### config.mk
export PLATFORM = sky130hd
export DESIGN_NAME = rom_stream
export DESIGN_NICKNAME = d
export VERILOG_FILES = /design/src/rtl/rom_stream_pkg.sv /design/src/rtl/rom_table.sv /design/src/rtl/rom_stream.sv
export SDC_FILE = /design/constraint.sdc
export NUM_CORES = 1
export LEC_CHECK = 0
export ABC_AREA = 1
export CORE_ASPECT_RATIO = 1.1
export CORE_MARGIN = 5
export CORE_UTILIZATION = 57
export CTS_BUF_LIST = sky130_fd_sc_hd__clkbuf_8 sky130_fd_sc_hd__clkbuf_16
export CTS_CLUSTER_SIZE = 20
export DETAILED_ROUTE_END_ITERATION = 6
export GPL_TIMING_DRIVEN = 1
export PLACE_DENSITY_LB_ADDON = 0.08
export SLEW_MARGIN = 15
export SYNTH_ARGS = -nofsm -noshare
export SYNTH_HDL_FRONTEND = slang
export SYNTH_SLANG_ARGS = --single-unit
export TNS_END_PERCENT = 5
### constraint.sdc
create_clock -name clk -period 6.5 [get_ports clk]
set_input_delay 1.95 -clock clk [delete_from_list [all_inputs] [get_ports clk]]
set_output_delay 1.95 -clock clk [all_outputs]
set_load 0.1 [all_outputs]
### src/rtl/rom_stream_pkg.sv
// Shared types, glyph encodings and message table for the display-pattern ROM stream.
package rom_stream_pkg;

    localparam int unsigned GLYPH_W   = 7;
    localparam int unsigned WORD_W    = 2 * GLYPH_W + 2;
    localparam int unsigned MSG_WORDS = 6;

    typedef enum logic [1:0] {
        IDLE,
        STREAM,
        FIN
    } state_t;

    // 7-segment encodings, bit order gfedcba
    localparam logic [GLYPH_W-1:0] G_0     = 7'h3F;
    localparam logic [GLYPH_W-1:0] G_1     = 7'h06;
    localparam logic [GLYPH_W-1:0] G_2     = 7'h5B;
    localparam logic [GLYPH_W-1:0] G_3     = 7'h4F;
    localparam logic [GLYPH_W-1:0] G_4     = 7'h66;
    localparam logic [GLYPH_W-1:0] G_5     = 7'h6D;
    localparam logic [GLYPH_W-1:0] G_6     = 7'h7D;
    localparam logic [GLYPH_W-1:0] G_7     = 7'h07;
    localparam logic [GLYPH_W-1:0] G_8     = 7'h7F;
    localparam logic [GLYPH_W-1:0] G_9     = 7'h6F;
    localparam logic [GLYPH_W-1:0] G_L     = 7'h38;
    localparam logic [GLYPH_W-1:0] G_O     = 7'h3F;
    localparam logic [GLYPH_W-1:0] G_V     = 7'h3E;
    localparam logic [GLYPH_W-1:0] G_E     = 7'h79;
    localparam logic [GLYPH_W-1:0] G_Y     = 7'h6E;
    localparam logic [GLYPH_W-1:0] G_U     = 7'h3E;
    localparam logic [GLYPH_W-1:0] G_BLANK = 7'h00;

    function automatic logic [WORD_W-1:0] pack(input logic [GLYPH_W-1:0] hi,
                                               input logic [GLYPH_W-1:0] lo);
        return {2'b00, hi, lo};
    endfunction

    // Message "13 14 LO VE  Y OU"; anything past the message reads blank
    function automatic logic [WORD_W-1:0] msg_word(input int unsigned idx);
        case (idx)
            0:       return pack(G_1, G_3);
            1:       return pack(G_1, G_4);
            2:       return pack(G_L, G_O);
            3:       return pack(G_V, G_E);
            4:       return pack(G_BLANK, G_Y);
            5:       return pack(G_O, G_U);
            default: return '0;
        endcase
    endfunction

endpackage

### src/rtl/rom_table.sv
// Combinational dual-read lookup over the constant glyph-pair table.
module rom_table
    import rom_stream_pkg::*;
#(
    parameter int unsigned DATA_W  = 16,
    parameter int unsigned SEG_W   = 7,
    parameter int unsigned ADDR_W  = 10,
    parameter int unsigned MSG_LEN = 6
) (
    input  logic [ADDR_W-1:0] addr_a,
    input  logic [ADDR_W-1:0] addr_b,
    output logic [DATA_W-1:0] data_a_c,
    output logic [DATA_W-1:0] data_b_c
);

    // Re-pack each stored glyph pair into the configured glyph width
    function automatic logic [DATA_W-1:0] lookup(input logic [ADDR_W-1:0] a);
        logic [WORD_W-1:0]  w;
        logic [GLYPH_W-1:0] hi;
        logic [GLYPH_W-1:0] lo;
        w  = '0;
        if (32'(a) < MSG_LEN) begin
            w = msg_word(32'(a));
        end
        hi = w[2*GLYPH_W-1:GLYPH_W];
        lo = w[GLYPH_W-1:0];
        return DATA_W'({SEG_W'(hi), SEG_W'(lo)});
    endfunction

    assign data_a_c = lookup(addr_a);
    assign data_b_c = lookup(addr_b);

endmodule

### src/rtl/rom_stream.sv
// Glyph-pair ROM with a chip-selected random read port and a valid/ready burst-stream engine.
module rom_stream
    import rom_stream_pkg::*;
#(
    parameter int unsigned DATA_W  = 16,
    parameter int unsigned SEG_W   = 7,
    parameter int unsigned ADDR_W  = 10,
    parameter int unsigned MSG_LEN = 6
) (
    input  logic              clk,
    input  logic              rst,
    input  logic              cs,
    input  logic [ADDR_W-1:0] address,
    output logic [DATA_W-1:0] data_out,
    output logic              rd_valid,
    input  logic              start,
    input  logic [ADDR_W-1:0] base_addr,
    input  logic [ADDR_W:0]   burst_len,
    input  logic              wrap_en,
    input  logic              stop,
    output logic [DATA_W-1:0] s_data,
    output logic              s_valid,
    input  logic              s_ready,
    output logic              s_last,
    output logic              busy,
    output logic              done
);

    localparam int unsigned CNT_W = ADDR_W + 1;

    state_t            state, state_nxt;
    logic [ADDR_W-1:0] ptr, ptr_nxt;
    logic [ADDR_W-1:0] base, base_nxt;
    logic [CNT_W-1:0]  cnt, cnt_nxt;
    logic [CNT_W-1:0]  len, len_nxt;
    logic              wrap, wrap_nxt;
    logic              s_valid_nxt;
    logic              s_last_nxt;
    logic [DATA_W-1:0] rand_word_c;
    logic [DATA_W-1:0] stream_word_c;

    // Stream side looks up the word it will present next cycle
    rom_table #(
        .DATA_W  (DATA_W),
        .SEG_W   (SEG_W),
        .ADDR_W  (ADDR_W),
        .MSG_LEN (MSG_LEN)
    ) u_table (
        .addr_a   (address),
        .addr_b   (ptr_nxt),
        .data_a_c (rand_word_c),
        .data_b_c (stream_word_c)
    );

    // Random-access port, independent of the engine
    always_ff @(posedge clk) begin
        if (rst) begin
            data_out <= '0;
            rd_valid <= 1'b0;
        end else begin
            rd_valid <= cs;
            if (cs) begin
                data_out <= rand_word_c;
            end
        end
    end

    always_ff @(posedge clk) begin
        if (rst) begin
            state   <= IDLE;
            ptr     <= '0;
            base    <= '0;
            cnt     <= '0;
            len     <= '0;
            wrap    <= 1'b0;
            s_data  <= '0;
            s_valid <= 1'b0;
            s_last  <= 1'b0;
            busy    <= 1'b0;
            done    <= 1'b0;
        end else begin
            state   <= state_nxt;
            ptr     <= ptr_nxt;
            base    <= base_nxt;
            cnt     <= cnt_nxt;
            len     <= len_nxt;
            wrap    <= wrap_nxt;
            s_valid <= s_valid_nxt;
            s_last  <= s_last_nxt;
            busy    <= (state_nxt != IDLE);
            done    <= (state_nxt == FIN);
            if (s_valid_nxt) begin
                s_data <= stream_word_c;
            end
        end
    end

    // cnt counts beats left in the pass, including the one on the bus
    always_comb begin
        state_nxt   = state;
        ptr_nxt     = ptr;
        base_nxt    = base;
        cnt_nxt     = cnt;
        len_nxt     = len;
        wrap_nxt    = wrap;
        s_valid_nxt = s_valid;
        s_last_nxt  = s_last;

        case (state)
            IDLE: begin
                if (start) begin
                    base_nxt = base_addr;
                    len_nxt  = burst_len;
                    wrap_nxt = wrap_en;
                    if (burst_len == '0) begin
                        state_nxt = FIN;
                    end else begin
                        state_nxt   = STREAM;
                        ptr_nxt     = base_addr;
                        cnt_nxt     = burst_len;
                        s_valid_nxt = 1'b1;
                        s_last_nxt  = (burst_len == CNT_W'(1));
                    end
                end
            end
            STREAM: begin
                if (stop) begin
                    state_nxt   = IDLE;
                    s_valid_nxt = 1'b0;
                    s_last_nxt  = 1'b0;
                end else if (s_valid && s_ready) begin
                    if (cnt > CNT_W'(1)) begin
                        ptr_nxt    = ptr + ADDR_W'(1);
                        cnt_nxt    = cnt - CNT_W'(1);
                        s_last_nxt = (cnt == CNT_W'(2));
                    end else if (wrap) begin
                        ptr_nxt    = base;
                        cnt_nxt    = len;
                        s_last_nxt = (len == CNT_W'(1));
                    end else begin
                        state_nxt   = FIN;
                        s_valid_nxt = 1'b0;
                        s_last_nxt  = 1'b0;
                    end
                end
            end
            FIN: begin
                state_nxt = IDLE;
            end
            default: begin
                state_nxt   = IDLE;
                s_valid_nxt = 1'b0;
                s_last_nxt  = 1'b0;
            end
        endcase
    end

endmodule

Yosys cells after proc, flatten, opt, wreduce, memory -nomap -nowiden --
Cells that the tools add are included.
Operators by class: $add $sub $neg 2, order comparisons 3, equal/unequal tests 22, muxes and demuxes 39, bitwise operators 1, reduce and logical (&&, ||, !) cells 10
Operators by type and width (number):
- $pmux 13 s6 | 2
- $mux 11 | 6
- $mux 10 | 6
- $eq 10x2->1 const B | 4
- $eq 10x3->1 const B | 4
- $mux 14 | 2
- $eq 11x1->1 const B | 2
- $pmux 11 s2 | 1
- $eq 10x1->1 const B | 2
- $logic_not 10->1 | 2
- $lt 10x3->1 const B | 2
- $pmux 10 s2 | 1
- $mux 1 | 12
- $mux 2 | 6
- $eq 11x2->1 const B | 1
- $gt 11x1->1 const B | 1
- $logic_not 11->1 | 1
- $sub 11x1->11 const B | 1
- $add 10x1->10 const B | 1
- $ne 2x2->1 const B | 4
- $ne 3x3->1 const B | 2
- $pmux 1 s3 | 2
- $reduce_and 6->1 | 1
- $eq 2x2->1 const B | 2
- other kinds (8) | 9
Word-level totals: bits in registers 78, input bits 38, output and inout bits 37, word-level logic and storage cells 90

Depth between registers and ports, before layout --
Gate-level depths: netlist of run 1.
depth after elaboration 8, depth in mapped cells 20, depth with buffers taken out 19

Modules after synthesis --
A second synthesis of run 1 with hierarchy kept.
Second synthesis, totals: cell total of the unflattened synthesis 724, area total of the unflattened synthesis 4649.5 um^2
Modules (own cells, without submodules):
- rom_stream | instances 1, cells an instance 632, area each 4170.2 um^2, sequential area each 1641.6 um^2
- rom_table | instances 1, cells an instance 92, area each 479.2 um^2, sequential area each 0.0 um^2

Worst setup path before layout of run 1 --
Ideal clock, no wire load.
kind input-to-reg, start in s_ready, end reg s_data[2], setup time 132 ps, data arrival time 3434 ps, data required time 6368 ps, slack 2934 ps, stages 14, buffers on the path 1, path through nand2_1 -> nor2_1 -> buf_2 -> nand3_1 -> nand2_1 -> nand2_1 -> nand2_2 -> clkinv_1 -> nand2_1 -> nor2_2 -> o21ai_2 -> nand3_1 -> nand2_1 -> a21oi_1
On the way: word-level cells in the longest chain between the ends 7, elaborated cells on any way between the ends 16, those cells by class order compare: 1; eq/ne: 5; mux: 8; reduce/logical: 2
RTL lines:
- from (decl) | RTL line rom_stream.sv:23 | input logic s_ready,
- $logic_and 1x1->1 * | RTL line rom_stream.sv:131 | end else if (s_valid && s_ready) begin
- branches (longest 6 deep; another with $lt 10x3->1)
- to (signal assigned) | RTL line rom_stream.sv:93 | s_data <= stream_word_c;
- to (decl) | RTL line rom_stream.sv:21 | output logic [DATA_W-1:0] s_data,
Mark *: on every way between the ends. A chain may end at the register's enable or synchronous reset.

Final worst setup path of run 1 --
start in s_ready, end reg s_data[3]
The elaborated chain is that of the path after synthesis.

==> impl_metrics.csv, run 1 <==
group,metric,value,unit
status,outcome,"finished with violations",
status,failed_checks,"design-rule violations",
critical_path,rr_worst_depth,14,
timing,rsz0062_at_grt,"no",
layout,drive_gt1_share,9.59,%
cts,clk_pin_slew,80,ps
routing,via_per_inst,5.49,
cts,h-tree-depth,3,
pwr,switching_power,0.387,mW
synthesis,ys_ff_latch,66,
routing,detail-route-antenna-nets,0,
timing,setup_viol,0,
floorplanning,die_area,9040,um^2
timing,slew_violations,0,
min_path,hold_path_class,"reg2reg",
place,post_dp_cell_area,4700,um^2
cts,numClockSinks,66,
layout,diodes,0,
pwr,total_power,1.12,mW
timing,fin_skew,12.6,ps
cts,cts_buffer_depth,2,
synthesis,syn_avg_cell_area,6.48,um^2
layout,fin_nets,725,
cts,clk_latency,340,ps
pwr,ir_drop,163,uV
routing,drc,4,
pwr,pwr-share-clk,33.8,%
critical_path,worstSetupPathType,"in2reg",
synthesis,synth-compound-area-share,18.1,%
grt,grt-ovfl-total,0,
synthesis,yosysSeqAreaShare,32.0,%
floorplanning,fp.coreArea,7050,um^2
layout,final_area,4910,um^2
cts,numCtsBuffers,9,
timing,relSlewSlack,27.1,%
pwr,cellPowerDensity,229,nW/um^2
cts,ctsRootBufferMaster,"clkbuf_8",
cts,cts_resized,0,
timing,hold_viol_final,0,
critical_path,path_max_fanout,17,
place,port_buffers,68,
timing,finalCritPeriodShare,67.8,%
place,dpl.hpwl,7.54,mm
grt,grt_util_all_layers,23.9,%
pwr,pwr-share-seq,40.4,%
synthesis,syn_area,4130,um^2
grt,grt_pass1_vias,3950,
floorplanning,die_w,91.1,um
synthesis,synthCells,637,
floorplanning,start_util,58.5,%
min_path,min_path_cells,2,
grt,antenna_found_initial,0,
pwr,combPwrFrac,25.9,%
synthesis,synth_warnings,0,
critical_path,endpoint_kind,"flip-flop",
layout,post-route-util,69.7,%
floorplanning,num_rows,32,
timing,setup-tns-final,0,ps
layout,fillers,635,
synthesis,synth_fa_ha_area_share,1.21,%
layout,area_delta_synth_final,19.1,%
place,pre_cts_slack,1830,ps
cts,cts_tree,"done",
routing,wl_per_cell,13.8,um
floorplanning,fp.dieH,99.2,um
timing,tightest_slew,1090,ps
routing,drt_iter0_markers,324,
grt,grt_pass1_wl,18.1,mm
timing,max_freq,227,MHz
critical_path,required,6780,ps
synthesis,synthSimpleGateAreaFrac,34.2,%
critical_path,crit_arrival,4690,ps
synthesis,synth_cell_types,44,
synthesis,synth_xor_xnor_area_share,0.849,%
routing,finalWirelength,10.7,mm
cts,ctsHoldBuffers,0,
synthesis,synthMuxAreaShare,0,%
routing,firstDrtPassIters,7,
grt,grt_max_degree,39,
pwr,swShare,34.4,%
pwr,p_leak,2.17,nW
cts,post_cts_buffers,0,
run,cap_violations,0,
timing,period_needed,4400,ps
critical_path,reg2reg_slack,3550,ps
routing,vias,4245,
floorplanning,ios,75,
place,gp_congestion,0.938,
synthesis,synth_top_family_by_area,"simple AND/OR/NAND/NOR gates",
critical_path,critPathLaunchType,"primary input",
timing,setup_slack,2100,ps
pwr,p_int,0.736,mW
==> placed cells by master, fill, tap and decap left out, types with 5 or more instances in the layout <==
| master | n |
|---|---|
| conb_1 | 6 |
| a31oi_1 | 8 |
| nor2_2 | 10 |
| nand3_1 | 55 |
| o21ai_0 | 63 |
| clkbuf_8 | 9 |
| inv_2 | 8 |
| inv_1 | 75 |
| a21oi_1 | 49 |
| clkdlybuf4s50_1 | 68 |
| nand2_2 | 12 |
| nand2_1 | 134 |
| dfxtp_1 | 66 |
| nor2_1 | 58 |
| nor2_4 | 5 |
==> critical path, stage by stage <==
cell and delay (ps):
clkdlybuf4s50_1 450, nand2_1 100, nor2_1 840, inv_1 220, nand2_1 120, nand2_1 50
nand2_1 70, nand2_1 60, nor2_2 200, inv_2 100, nor2_8 150, o21ai_2 90
o21ai_1 130, nor2_1 50, nor2_1 80
==> logic make-up (layout without fill, tap and decap cells) <==
logic type,count (synthesis),after routing
other cells,1,6
compound gates,138,138
simple gates,301,301
buf+inv,123,169
xor+xnor,4,4
fa+ha+maj,4,4
flops,66,66
==> power groups by stage <==
stage	sequential (mW)	clock, mW	combinational, mW
2_1_floorplan	0.479	0	0.205
3_3_place_gp	0.461	0	0.284
3_5_place_dp	0.462	0	0.288
4_1_cts	0.453	0.381	0.289
5_1_grt	0.458	0.400	0.321
6_report	0.454	0.379	0.290
==> Yosys cell counts, drive strengths merged <==
master   number  area share, %
nand3b        3           0.55
xor2          1           0.21
clkbuf       17            1.5
nand3        57            7.2
clkinv        1          0.091
nor4b         1           0.21
a22oi         1           0.18
a21oi        50            6.2
nand4         4           0.61
or2           4           0.61
a221oi        1           0.21
a311oi        1           0.21
ha            4            1.2
nor3          4           0.49
conb          1          0.091
o22ai         1           0.15
a31oi         8            1.2
o21ai        69            8.6
o2111ai       1           0.21
inv          81            7.4
a2111oi       1           0.21
o221ai        1           0.21
dfxtp        66             32
xnor2         3           0.64
nand2       150             15
o211ai        4           0.73
nor2         74            8.6
nor4          4           0.61
buf          24            4.5
==> routing by layer <==
layer	wire length, um	GRT usage, %	vias to the layer above
met3	769	5.67	16
met5	0	0	-
li1	-	-	2140
met4	186	9.26	0
met2	4870	38.6	147
met1	4860	30.9	1942
==> sequential cells by signal (all words and copies together) (netlist names), 2 cells and up <==
register	flops
s_data	8
ptr	10
len	11
state	2
base	10
cnt	11
data_out	8
==> worst paths after layout <==
| check | from | endpoint |
|---|---|---|
| max | s_ready | s_data[3] |
| min | base[0] | base[0] |
| max reg2reg | state[0] | s_data[0] |
| min reg2reg | base[0] | base[0] |
==> final cells by class <==
| class | count | area (um^2) | share of cell area, % |
|---|---|---|---|
| Clock inverter | 7 | 86.3 | 1.76 |
| Timing Repair Buffer | 71 | 703 | 14.3 |
| Inverter | 82 | 308 | 6.26 |
| Clock buffer | 9 | 124 | 2.52 |
| Sequential cell | 66 | 1320 | 26.9 |
| Tap cell | 85 | 106 | 2.16 |
| Multi-Input combinational cell | 453 | 2270 | 46.1 |
==> through the flow <==
step	hold slack, ps	instances
3_3_place_gp	445	757
5_1_grt	480	773
2_1_floorplan	429	642
4_1_cts	460	773
3_5_place_dp	449	757
6_report	456	773
Note: power is estimated with default switching activity, not from simulation.
==> run 2: changes to the inputs <==
--- a/config.mk
+++ b/config.mk
@@ -8,7 +8,7 @@
 export ABC_AREA = 1
 export CORE_ASPECT_RATIO = 1.1
 export CORE_MARGIN = 5
-export CORE_UTILIZATION = 57
+export CORE_UTILIZATION = 48
 export CTS_BUF_LIST = sky130_fd_sc_hd__clkbuf_8 sky130_fd_sc_hd__clkbuf_16
 export CTS_CLUSTER_SIZE = 20
 export DETAILED_ROUTE_END_ITERATION = 6
==> constraint.sdc (replaced) <==
create_clock -name clk -period 3.8 [get_ports clk]
set_input_delay 1.14 -clock clk [delete_from_list [all_inputs] [get_ports clk]]
set_output_delay 1.14 -clock clk [all_outputs]
set_load 0.1 [all_outputs]
==> run 2 against run 1 <==
The run now ends clean. Via count decreased by 2.2%. Clock skew decreased by 1.0 ps. Combinational power increased by 74%. Critical path type unchanged.
==> impl_metrics.csv, run 2 (synthesis results as in run 1) <==
group,metric,value,unit
status,outcome,"finished, final reports clean",
floorplanning,ios,75,
cts,cts_resized,0,
timing,hold_viol_final,0,
grt,grt_pass1_wl,18.8,mm
layout,area_delta_synth_final,19.6,%
place,dpl.hpwl,7.97,mm
layout,mostFrequentLayoutCells,"nand2_1 (134), inv_1 (74), dfxtp_1 (66)",
min_path,hold_path_class,"reg2reg",
timing,period_needed,3220,ps
floorplanning,start_util,49.1,%
floorplanning,fp.dieH,107,um
critical_path,worstSetupPathType,"in2reg",
routing,via_per_inst,5.15,
routing,vias,4151,
place,gp_congestion,0.898,
routing,finalWirelength,11.1,mm
cts,h-tree-depth,3,
place,pre_cts_slack,238,ps
routing,wl_per_cell,13.7,um
timing,tightest_slew,704,ps
critical_path,required,4080,ps
place,dp_cells,790,
place,port_buffers,68,
timing,rsz0062_at_grt,"no",
cts,ctsHoldBuffers,0,
timing,relSlewSlack,52.6,%
layout,diodes,0,
grt,grt-ovfl-total,0,
timing,setup_slack,585,ps
floorplanning,fp.coreArea,8410,um^2
critical_path,crit_arrival,3490,ps
layout,fin_nets,732,
layout,reg.largest.list,"cnt: 11 flops, len: 11 flops",
layout,layout_commonest_cell,"nand2_1",
place,post_dp_cell_area,4710,um^2
pwr,total_power,1.94,mW
grt,antenna_found_initial,0,
timing,setup_viol,0,
timing,setup-tns-final,0,ps
layout,final_area,4930,um^2
routing,firstDrtPassIters,5,
layout,fin_cells,806,
timing,whs,456,ps
grt,grt_util_all_layers,21.6,%
routing,drt_iter0_markers,243,
layout,drive_gt1_share,15.3,%
timing,fin_skew,11.6,ps
timing,finalCritPeriodShare,84.6,%
cts,cts_tree,"done",
grt,grt_pass1_vias,4024,
cts,cts_buffer_depth,2,
cts,clk_pin_slew,80,ps
timing,max_freq,311,MHz
floorplanning,die_w,98.4,um
pwr,p_leak,2.27,nW
grt,grt_max_degree,39,
cts,numClockSinks,66,
cts,clk_latency,340,ps
pwr,ir_drop,208,uV
critical_path,critPathLaunchType,"primary input",
layout,post-route-util,58.7,%
critical_path,path_max_fanout,7,
cts,ctsRootBufferMaster,"clkbuf_8",
timing,slew_violations,0,
routing,drc,0,
critical_path,endpoint_kind,"flip-flop",
pwr,cellPowerDensity,394,nW/um^2
routing,detail-route-antenna-nets,0,
cts,numCtsBuffers,9,
floorplanning,die_area,10600,um^2
cts,post_cts_buffers,0,
run,cap_violations,0,
floorplanning,num_rows,35,
## run 2: cell type report
type                       instances  area [um^2]
clock inverter                     6         81.3
fill                             847         3470
multi-input combinational        453         2270
tap                              111          139
inverter                          82          308
timing repair buffer              78          678
sequential                        66         1320
clock buffer                      10          138
## run 2: metal layers
layer,wire (um),global-route usage (%),up-vias
met5,0,0,-
met4,136,6.83,0
met3,695,5.01,13
met2,5210,35.8,134
met1,5030,27.6,1854
li1,-,-,2150
## run 2: final timing paths
check                                   from   endpoint  slack, ps  cells past startpoint
worst max-delay path            burst_len[6]  s_data[2]        580                     16
worst min-delay path                 base[9]    base[9]        460                      2
worst max register to register        cnt[1]  s_data[2]       1110                     19
worst min register to register       base[9]    base[9]        460                      2
## run 2: worst max-delay path, stage by stage
cell and delay, ps:
clkdlybuf4s50_1 480, nor2_1 120, nand3_1 110, nor2_2 130
nand2_1 90, nand3_1 250, nor2_1 70, a21oi_1 170
nand2_1 90, nor2_2 240, inv_2 110, nor2_8 160
nand3_1 90, nand3_1 90, nand2_1 50, a21oi_1 120
## run 2: power breakdown
part | internal (mW) | switching [mW] | total, mW
Combinational | 0.163 | 0.342 | 0.504
Sequential | 0.736 | 0.0405 | 0.776
Clock | 0.383 | 0.278 | 0.661
Total | 1.28 | 0.660 | 1.94
==> run 3: changes to the inputs <==
==> constraint.sdc (replaced) <==
create_clock -name clk -period 2.9 [get_ports clk]
set_input_delay 0.87 -clock clk [delete_from_list [all_inputs] [get_ports clk]]
set_output_delay 0.87 -clock clk [all_outputs]
set_load 0.1 [all_outputs]
==> run 3 against run 2 <==
Clock skew about the same. Register-to-register slack got worse by 670 ps. Highest routed layer unchanged. Wire length rose by 2.3%. Core utilization increased by 3.4 points. Die area did not move.
==> impl_metrics.csv, run 3 (synthesis results as in run 1) <==
group,metric,value,unit
pwr,ir_drop,250,uV
critical_path,worstSetupPathType,"in2reg",
layout,post-route-util,62.1,%
cts,ctsRootBufferMaster,"clkbuf_8",
layout,diodes,0,
grt,antenna_found_initial,0,
grt,grt_pass1_wl,19.2,mm
timing,hold_viol_final,0,
place,gp_congestion,0.908,
critical_path,path_max_fanout,7,
cts,h-tree-depth,3,
layout,mostFrequentLayoutCells,"nand2_1 (132), inv_1 (73), dfxtp_1 (66), buf_4 (66), o21ai_0 (63)",
floorplanning,start_util,49.1,%
layout,area_delta_synth_final,26.5,%
routing,drt_iter0_markers,217,
layout,final_area,5220,um^2
routing,detail-route-antenna-nets,0,
critical_path,endpoint_kind,"flip-flop",
timing,fin_skew,11.8,ps
critical_path,crit_arrival,3040,ps
timing,slew_violations,0,
grt,grt_util_all_layers,21.9,%
grt,grt-ovfl-total,0,
cts,cts_tree,"done",
layout,drive_gt1_share,20.3,%
run,cap_violations,0,
routing,finalWirelength,11.3,mm
pwr,total_power,2.61,mW
floorplanning,num_rows,35,
place,dp_cells,817,
routing,via_per_inst,5.13,
cts,numClockSinks,66,
floorplanning,fp.coreArea,8410,um^2
timing,max_freq,364,MHz
cts,clk_latency,350,ps
critical_path,required,3190,ps
timing,setup_viol,0,
pwr,p_leak,2.42,nW
cts,clk_pin_slew,70,ps
status,outcome,"finished, final reports clean",
layout,layout_commonest_cell,"nand2_1",
cts,cts_buffer_depth,2,
timing,period_needed,2750,ps
layout,reg.largest.list,"cnt: 11 flops, len: 11 flops",
floorplanning,ios,75,
layout,fin_nets,760,
floorplanning,die_area,10600,um^2
layout,fin_cells,834,
place,port_buffers,68,
floorplanning,fp.dieH,107,um
place,dpl.hpwl,8.06,mm
pwr,cellPowerDensity,500,nW/um^2
place,post_dp_cell_area,4930,um^2
routing,vias,4276,
timing,finalCritPeriodShare,94.8,%
cts,numCtsBuffers,9,
routing,firstDrtPassIters,5,
critical_path,critPathLaunchType,"primary input",
floorplanning,die_w,98.4,um
min_path,hold_path_class,"reg2reg",
grt,grt_max_degree,36,
routing,drc,0,
grt,grt_pass1_vias,4209,
routing,wl_per_cell,13.6,um
==> run 3: cell types whose count changed in the layout (fill, tap and decap cells not counted), moves of 2 or more <==
cell / change
buf_4: +25
buf_6: +2
nand2_1: -2
nand2_2: +2
nand3_1: -4
nand3_2: +4
nor2_1: -5
nor2_2: +3
nor2_4: +2
==> run 3: per-stage QoR <==
stage | setup TNS, ps | setup slack (ps) | hold slack, ps
2_1_floorplan | 0 | 194 | 429
4_1_cts | 0 | 75.8 | 468
5_1_grt | -224 | -55.0 | 493
3_5_place_dp | -2030 | -282 | 457
6_report | 0 | 151 | 467
3_3_place_gp | -1230 | -169 | 441
==> run 3: worst paths after layout <==
kind                              startpoint   endpoint  slack (ps)  depth (start not counted)
worst max-delay path            burst_len[5]  s_data[3]         150                         17
worst min-delay path                 base[9]    base[9]         470                          2
worst max register to register        cnt[0]  s_data[3]         440                         18
worst min register to register       base[9]    base[9]         470                          2
==> run 3: what timing repair did <==
item	4_1_cts	5_1_grt
hold buffers	0	0
gates resized for setup	0	18
buffers inserted	0	1
endpoints found under the setup margin	0	7
==> run 3: worst max-delay path, cell delays in order <==
cell and delay, ps:
clkdlybuf4s50_1 440, nor2_2 110, nand3_2 110, nor2_4 150
nand2_2 80, nand3_2 90, buf_6 120, nor2_1 40
a21oi_1 150, nand2_1 120, nor2_4 160, inv_2 80
nor2_8 130, nand2_2 70, o21ai_2 170, nor2_1 70
nor2_1 80
==> run 3: area by class of cell <==
cell class,instances,area (um^2)
repair buffers,106,911
flip-flops and latches,66,1320
fillers,836,3190
multi-input cells,453,2320
clock inverters,6,81.3
inverters,82,308
clock buffers,10,138
well taps,111,139
==> run 3: power by group <==
part	internal (mW)	total (mW)	switching, mW
sequential	0.964	1.02	0.0524
clock	0.501	0.873	0.372
combinational	0.253	0.718	0.465
total	1.72	2.61	0.889
==> run 3: metal layers <==
| metal | track usage [%] | routed length (um) |
|---|---|---|
| met1 | 27.9 | 5240 |
| met3 | 4.94 | 642 |
| met4 | 6.63 | 131 |
| met5 | 0 | 0 |
| met2 | 36.9 | 5310 |
